<file path="config.mk">
export PLATFORM = sky130hd
export DESIGN_NAME = barcode_rdr
export DESIGN_NICKNAME = d
export VERILOG_FILES = /design/src/rtl/barcode_rdr.sv
export SDC_FILE = /design/constraint.sdc
export NUM_CORES = 1
export LEC_CHECK = 0
export CAP_MARGIN = 20
export CORE_MARGIN = 2
export CORE_UTILIZATION = 40
export DETAILED_ROUTE_END_ITERATION = 7
export DONT_BUFFER_PORTS = 1
export PLACE_DENSITY = 0.5
export SLEW_MARGIN = 20
export SYNTH_ARGS = -nofsm -noshare
export SYNTH_HDL_FRONTEND = slang
export SYNTH_SLANG_ARGS = --single-unit
</file>
<file path="constraint.sdc">
create_clock -name clk -period 3.5 [get_ports clk]
set_input_delay 0.175 -clock clk [delete_from_list [all_inputs] [get_ports clk]]
set_output_delay 0.175 -clock clk [all_outputs]
set_load 0.01 [all_outputs]
</file>
<file path="src/rtl/barcode_rdr.sv">
// Single-wire barcode receiver: learns the cell period from the start bit,
// decodes 8 data bits MSB-first and holds the station ID with a sticky valid flag.
module barcode_rdr #(
   parameter int CNT_W = 22,
   parameter int MIN_T = 4
) (
   input  logic       clk,
   input  logic       rst,
   input  logic       BC,
   input  logic       clr_ID_vld,
   output logic [7:0] ID,
   output logic       ID_vld,
   output logic       BC_err
);

   typedef enum logic [2:0] {
      IDLE      = 3'd0,
      MEAS      = 3'd1,
      WAIT_FALL = 3'd2,
      SAMPLE    = 3'd3,
      DONE      = 3'd4
   } state_t;

   state_t           state_reg, state_next;
   logic [CNT_W-1:0] cnt_reg, cnt_next;
   logic [CNT_W-1:0] t_reg, t_next;
   logic [2:0]       bit_cnt_reg, bit_cnt_next;
   logic [7:0]       shift_reg, shift_next;
   logic [7:0]       id_reg, id_next;
   logic             vld_reg, vld_next;
   logic             err_reg, err_next;

   // [0],[1] form the metastability guard; [2] is the previous value for edges
   logic [2:0] sync_reg;
   logic       sync, prev, fall, rise;

   logic [CNT_W+1:0] t_x4;
   logic [CNT_W-1:0] limit;

   assign sync = sync_reg[1];
   assign prev = sync_reg[2];
   assign fall = prev & ~sync;
   assign rise = ~prev & sync;

   // Gap timeout of 4T, clamped to the counter range
   assign t_x4  = {t_reg, 2'b00};
   assign limit = (t_x4[CNT_W+1:CNT_W] != 2'b00) ? {CNT_W{1'b1}} : t_x4[CNT_W-1:0];

   always_ff @(posedge clk or posedge rst) begin
      if (rst) begin
         sync_reg    <= 3'b111;
         state_reg   <= IDLE;
         cnt_reg     <= '0;
         t_reg       <= '0;
         bit_cnt_reg <= 3'd0;
         shift_reg   <= 8'h00;
         id_reg      <= 8'h00;
         vld_reg     <= 1'b0;
         err_reg     <= 1'b0;
      end else begin
         sync_reg    <= {sync_reg[1:0], BC};
         state_reg   <= state_next;
         cnt_reg     <= cnt_next;
         t_reg       <= t_next;
         bit_cnt_reg <= bit_cnt_next;
         shift_reg   <= shift_next;
         id_reg      <= id_next;
         vld_reg     <= vld_next;
         err_reg     <= err_next;
      end
   end

   always_comb begin
      state_next   = state_reg;
      cnt_next     = cnt_reg;
      t_next       = t_reg;
      bit_cnt_next = bit_cnt_reg;
      shift_next   = shift_reg;
      id_next      = id_reg;
      vld_next     = vld_reg;
      err_next     = 1'b0;

      // Clear first so that a DONE set in the same cycle overrides it
      if (clr_ID_vld)
         vld_next = 1'b0;

      case (state_reg)
         IDLE: begin
            cnt_next     = '0;
            bit_cnt_next = 3'd0;
            if (fall)
               state_next = MEAS;
         end
         MEAS: begin
            if (rise) begin
               if (cnt_reg < CNT_W'(MIN_T)) begin
                  err_next   = 1'b1;
                  state_next = IDLE;
               end else begin
                  t_next     = cnt_reg;
                  cnt_next   = '0;
                  state_next = WAIT_FALL;
               end
            end else if (cnt_reg == {CNT_W{1'b1}}) begin
               err_next   = 1'b1;
               state_next = IDLE;
            end else begin
               cnt_next = cnt_reg + 1'b1;
            end
         end
         WAIT_FALL: begin
            if (fall) begin
               cnt_next   = '0;
               state_next = SAMPLE;
            end else if (rise) begin
               cnt_next = '0;
            end else if (cnt_reg >= limit) begin
               err_next   = 1'b1;
               state_next = IDLE;
            end else begin
               cnt_next = cnt_reg + 1'b1;
            end
         end
         SAMPLE: begin
            if (fall) begin
               err_next   = 1'b1;
               state_next = IDLE;
            end else if (cnt_reg == t_reg) begin
               shift_next   = {shift_reg[6:0], sync};
               bit_cnt_next = bit_cnt_reg + 3'd1;
               cnt_next     = '0;
               state_next   = (bit_cnt_reg == 3'd7) ? DONE : WAIT_FALL;
            end else begin
               cnt_next = cnt_reg + 1'b1;
            end
         end
         DONE: begin
            if (shift_reg[7:6] == 2'b00) begin
               id_next  = shift_reg;
               vld_next = 1'b1;
            end else begin
               err_next = 1'b1;
            end
            state_next = IDLE;
         end
         default: state_next = IDLE;
      endcase
   end

   assign ID     = id_reg;
   assign ID_vld = vld_reg;
   assign BC_err = err_reg;

endmodule

</file>
==> summary.md <==
| Metric | Value |
|---|---|
| Outcome | finished, final reports clean |
| # diodes | 0 |
| Pint | 1.32 mW |
| Die Span Y | 107 um |
| CP Capture Type | flop |
| IO buf count | 0 |
| Hpwl dp | 7270 um |
| Post-DR vias/cell | 5.59 |
| Avg Cell Area, Syn | 10.2 sq um |
| Crit path setup slack, layout | roughly 0.28 ns |
| Fill cells | a little over 1000 |
| Clk pwr share | between 40% and 50% |
| Number of synthesized flops with an enable pin | 0 |
| Pin count of the biggest net entering global routing | 39 |
| WL/cell | ~18 um |
| Drt pass-1 iters | 4 |
| Row Count | 37 |
| CP Launch Type | flop |
| Mapped Area | 0.00423 sq mm |
| FF+latch count, synth | 71 |
| IO Count | 14 |
| Clock Sink Count | 71 |
| Overflow after GRT | 0 |
| Critical Path Max Stage Delay | 0.41 ns |
| Clock slew at reported path FFs | 0.08 ns |
| Net Switching | 0.497 mW |
| Crit-path cells | or2_1 > buf_4 > nor2_1 > ha_1 > a41oi_1 > o21ai_1 > a2111oi_2 > a31oi_1 > a21oi_2 > buf_4 > mux2_2 |
| Share of cells above drive strength 1 | 17.3% |
| Syn nets | 444 |
| Async set-reset flop share out of synthesis | 100% |
| DR iter-0 viols | 137 |
| Cell count after synthesis | 413 |
| Crit path max-delay family | compound AO/OA/AOI/OAI gates |
| Antenna violations before repair | 0 |
| Placed instance area | 0.00434 sq mm |
| Synth Flop Type | dfrtp_1 |
| F_max | 311 MHz |
| Worst path bufs/invs | 2 |
| Final Cycle Share | 92.0% |
| Switching share of power | 27.3% |
| Peak VDD IR | 0.194 mV |
| DP Worst Slack | 0.331 ns |
| Slew HR | 46.4% |
| CP arrival | 3.45 ns |
| Total of max-cap violations | 0 |
| Clock Tree Buf Depth | 2 |
| Worst hold path type | reg -> reg |
| Fin crit period | roughly 3.2 ns |
| Setup-failing EPs final | 0 |
| H-tree levels | 3 |
| Most numerous cell on the critical path | buf_4 |
| Slowest cell on crit path | dfrtp_1 |
| Vias in the first global route | 3136 |
| Core region area | just over 0.01 sq mm |
| Unrepaired setup endpoints after global routing | false |
| Max Slew Vio Count | 0 |
| Die ar. | 0.0114 sq mm |
| Post-CTS Setup Bufs | 0 |
| CTS root buf | clkbuf_8 |
| Final TNS setup | 0 ns |
| Worst slew pin tran | 0.803 ns |
| Seq pwr share | 47.1% |
| Netlist cell types | 52 |
| Combinational Power Share | 11.5% |
| Cts bufs inserted | 9 |
| Total wire length | 10000 um |
| Vias | 3114 |
| ANT nets after route | 0 |
| Final Wtd Congestion | 0.908 |
| Crit Path Class | reg -> reg |
| Ys Warns | 0 |
| Initial cell density of the core | 41.1% |
| Power consumption | 1.82 mW |
| Worst-skew pair later-pin latency | between 0.3 and 0.4 ns |
| Crit-path max FO | 19 |
| Nets@finish | 447 |
| Crit path required time | 3.73 ns |
| Post-route DRC violation count | 0 |
| Layout Utilization | 44.7% |
| First-pass GRT wire length | ~17000 um |
| Die width | between 100 and 150 um |
| LEAKAGE | between 2 and 2.5 nW |
| Register area share after synthesis | 42.1% |
| # resized after CTS | 0 |
| P per Cell Area | 397 mW/mm^2 |
| CTS tree | done |
| Area delta synth->final | 8.74% |
| Design Area, Final | about 0.0046 sq mm |
| Post-CTS Hold Buffers | 3 |
| Final Hold Fails | 0 |
| GRT Resource Usage Total | 19.3% |
| Worst Skew | 0.00523 ns |
-- per-layer routing --
metal  wire [um]  part of all wire (%)  global-route usage (%)  up-vias
li1            -                     -                       -     1514
met1        4990                    50                    28.0     1519
met2        4390                    44                    28.3       73
met3         532                   5.3                    4.74        8
met4         129                   1.3                    6.12        0
met5           0                     0                       0        -
-- power by group through the flow --
| stage | Sequential [mW] | Combinational [mW] | Clock (mW) |
|---|---|---|---|
| 4_1_cts | 0.858 | 0.213 | 0.779 |
| 6_report | 0.858 | 0.210 | 0.754 |
| 5_1_grt | 0.862 | 0.240 | 0.817 |
| 3_3_place_gp | 0.874 | 0.207 | 0 |
| 3_5_place_dp | 0.874 | 0.210 | 0 |
| 2_1_floorplan | 0.861 | 0.174 | 0 |
-- cell type report --
cell class	instances	area (sq um)	share of cell area, %
tap	136	170	3.70
multi-input combinational	307	2260	49.2
clock inverter	7	104	2.26
clock buffer	9	124	2.70
timing repair buffer	13	105	2.29
inverter	14	52.6	1.14
sequential	71	1780	38.8
-- synthesized netlist by cell type (2+ instances only) --
master / count / share of area [%]
a211oi_1: 3 / 0.53
a21o_1: 2 / 0.36
a21oi_1: 7 / 0.83
a22o_1: 15 / 3.1
a31oi_1: 3 / 0.44
a41oi_1: 3 / 0.62
and2_1: 4 / 0.59
and3_1: 9 / 1.3
buf_2: 10 / 1.2
buf_6: 6 / 1.6
clkbuf_1: 4 / 0.36
dfrtp_1: 68 / 40
dfstp_2: 3 / 1.9
ha_1: 27 / 8.0
inv_1: 14 / 1.2
mux2_2: 35 / 9.3
mux2i_1: 3 / 0.71
nand2_1: 22 / 2.0
nand2b_1: 3 / 0.44
nand3_1: 10 / 1.2
nand4_1: 11 / 1.6
nor2_1: 41 / 3.6
nor2b_1: 9 / 1.3
nor3_1: 12 / 1.4
nor3b_1: 2 / 0.36
nor4_1: 9 / 1.3
nor4b_1: 2 / 0.41
o21ai_0: 10 / 1.2
o21ai_1: 18 / 2.1
o2bb2ai_1: 6 / 1.2
xnor2_1: 20 / 4.1
xor2_1: 2 / 0.41
-- through the flow --
| stage | instances | hold slack [ns] |
|---|---|---|
| after floorplan | 413 | 0.179 |
| after global placement | 538 | 0.180 |
| after detailed placement | 538 | 0.180 |
| after CTS | 557 | 0.349 |
| after global routing | 557 | 0.347 |
| final | 557 | 0.363 |
-- placed cells by master (no fill, tap or decap), drive strengths merged, types with 10 or more instances in the layout --
| master | instances |
|---|---|
| nor2b | 10 |
| nor3 | 12 |
| nor4 | 10 |
| nand3 | 10 |
| inv | 17 |
| mux2 | 35 |
| xnor2 | 20 |
| a22o | 15 |
| nand2 | 22 |
| buf | 10 |
| dfrtp | 68 |
| nor2 | 42 |
| ha | 27 |
| o21ai | 28 |
| nand4 | 11 |
-- path summary, 6_finish.rpt --
kind	startpoint	end	slack (ns)	depth (start not counted)
setup / recovery	t_reg[21]	cnt_reg[1]	0.28	11
hold / removal	sync_reg[0]	sync_reg[1]	0.36	0
setup reg to reg	t_reg[21]	cnt_reg[1]	0.28	11
hold reg to reg	sync_reg[0]	sync_reg[1]	0.36	0
max in group asynchronous	rst	cnt_reg[2]	2.27	3
min in group asynchronous	rst	t_reg[5]	0.44	2
-- kinds of logic (layout without fill, tap and decap cells) --
logic type / Yosys count / after routing / synth area share [%]
AND/OR/NAND/NOR: 141 / 141 / 17.2
AO/OA/AOI/OAI: 79 / 79 / 13.5
flip-flops: 71 / 71 / 42.1
multiplexers: 38 / 38 / 10.0
buffers and inverters: 35 / 43 / 4.56
adder cells (fa/ha/maj): 27 / 27 / 8.00
XOR/XNOR: 22 / 22 / 4.56
-- worst register-to-register path, delay by kind of cell (launching register included) --
family / cells / cell delay [ns]
buffers and inverters: 2 / 0.49
and+or+nand+nor: 2 / 0.43
DFF: 1 / 0.41
adders and majority gates: 1 / 0.26
muxes: 1 / 0.35
AOI/OAI and AO/OA: 5 / 1.15
(Power assumes the default switching activity.)
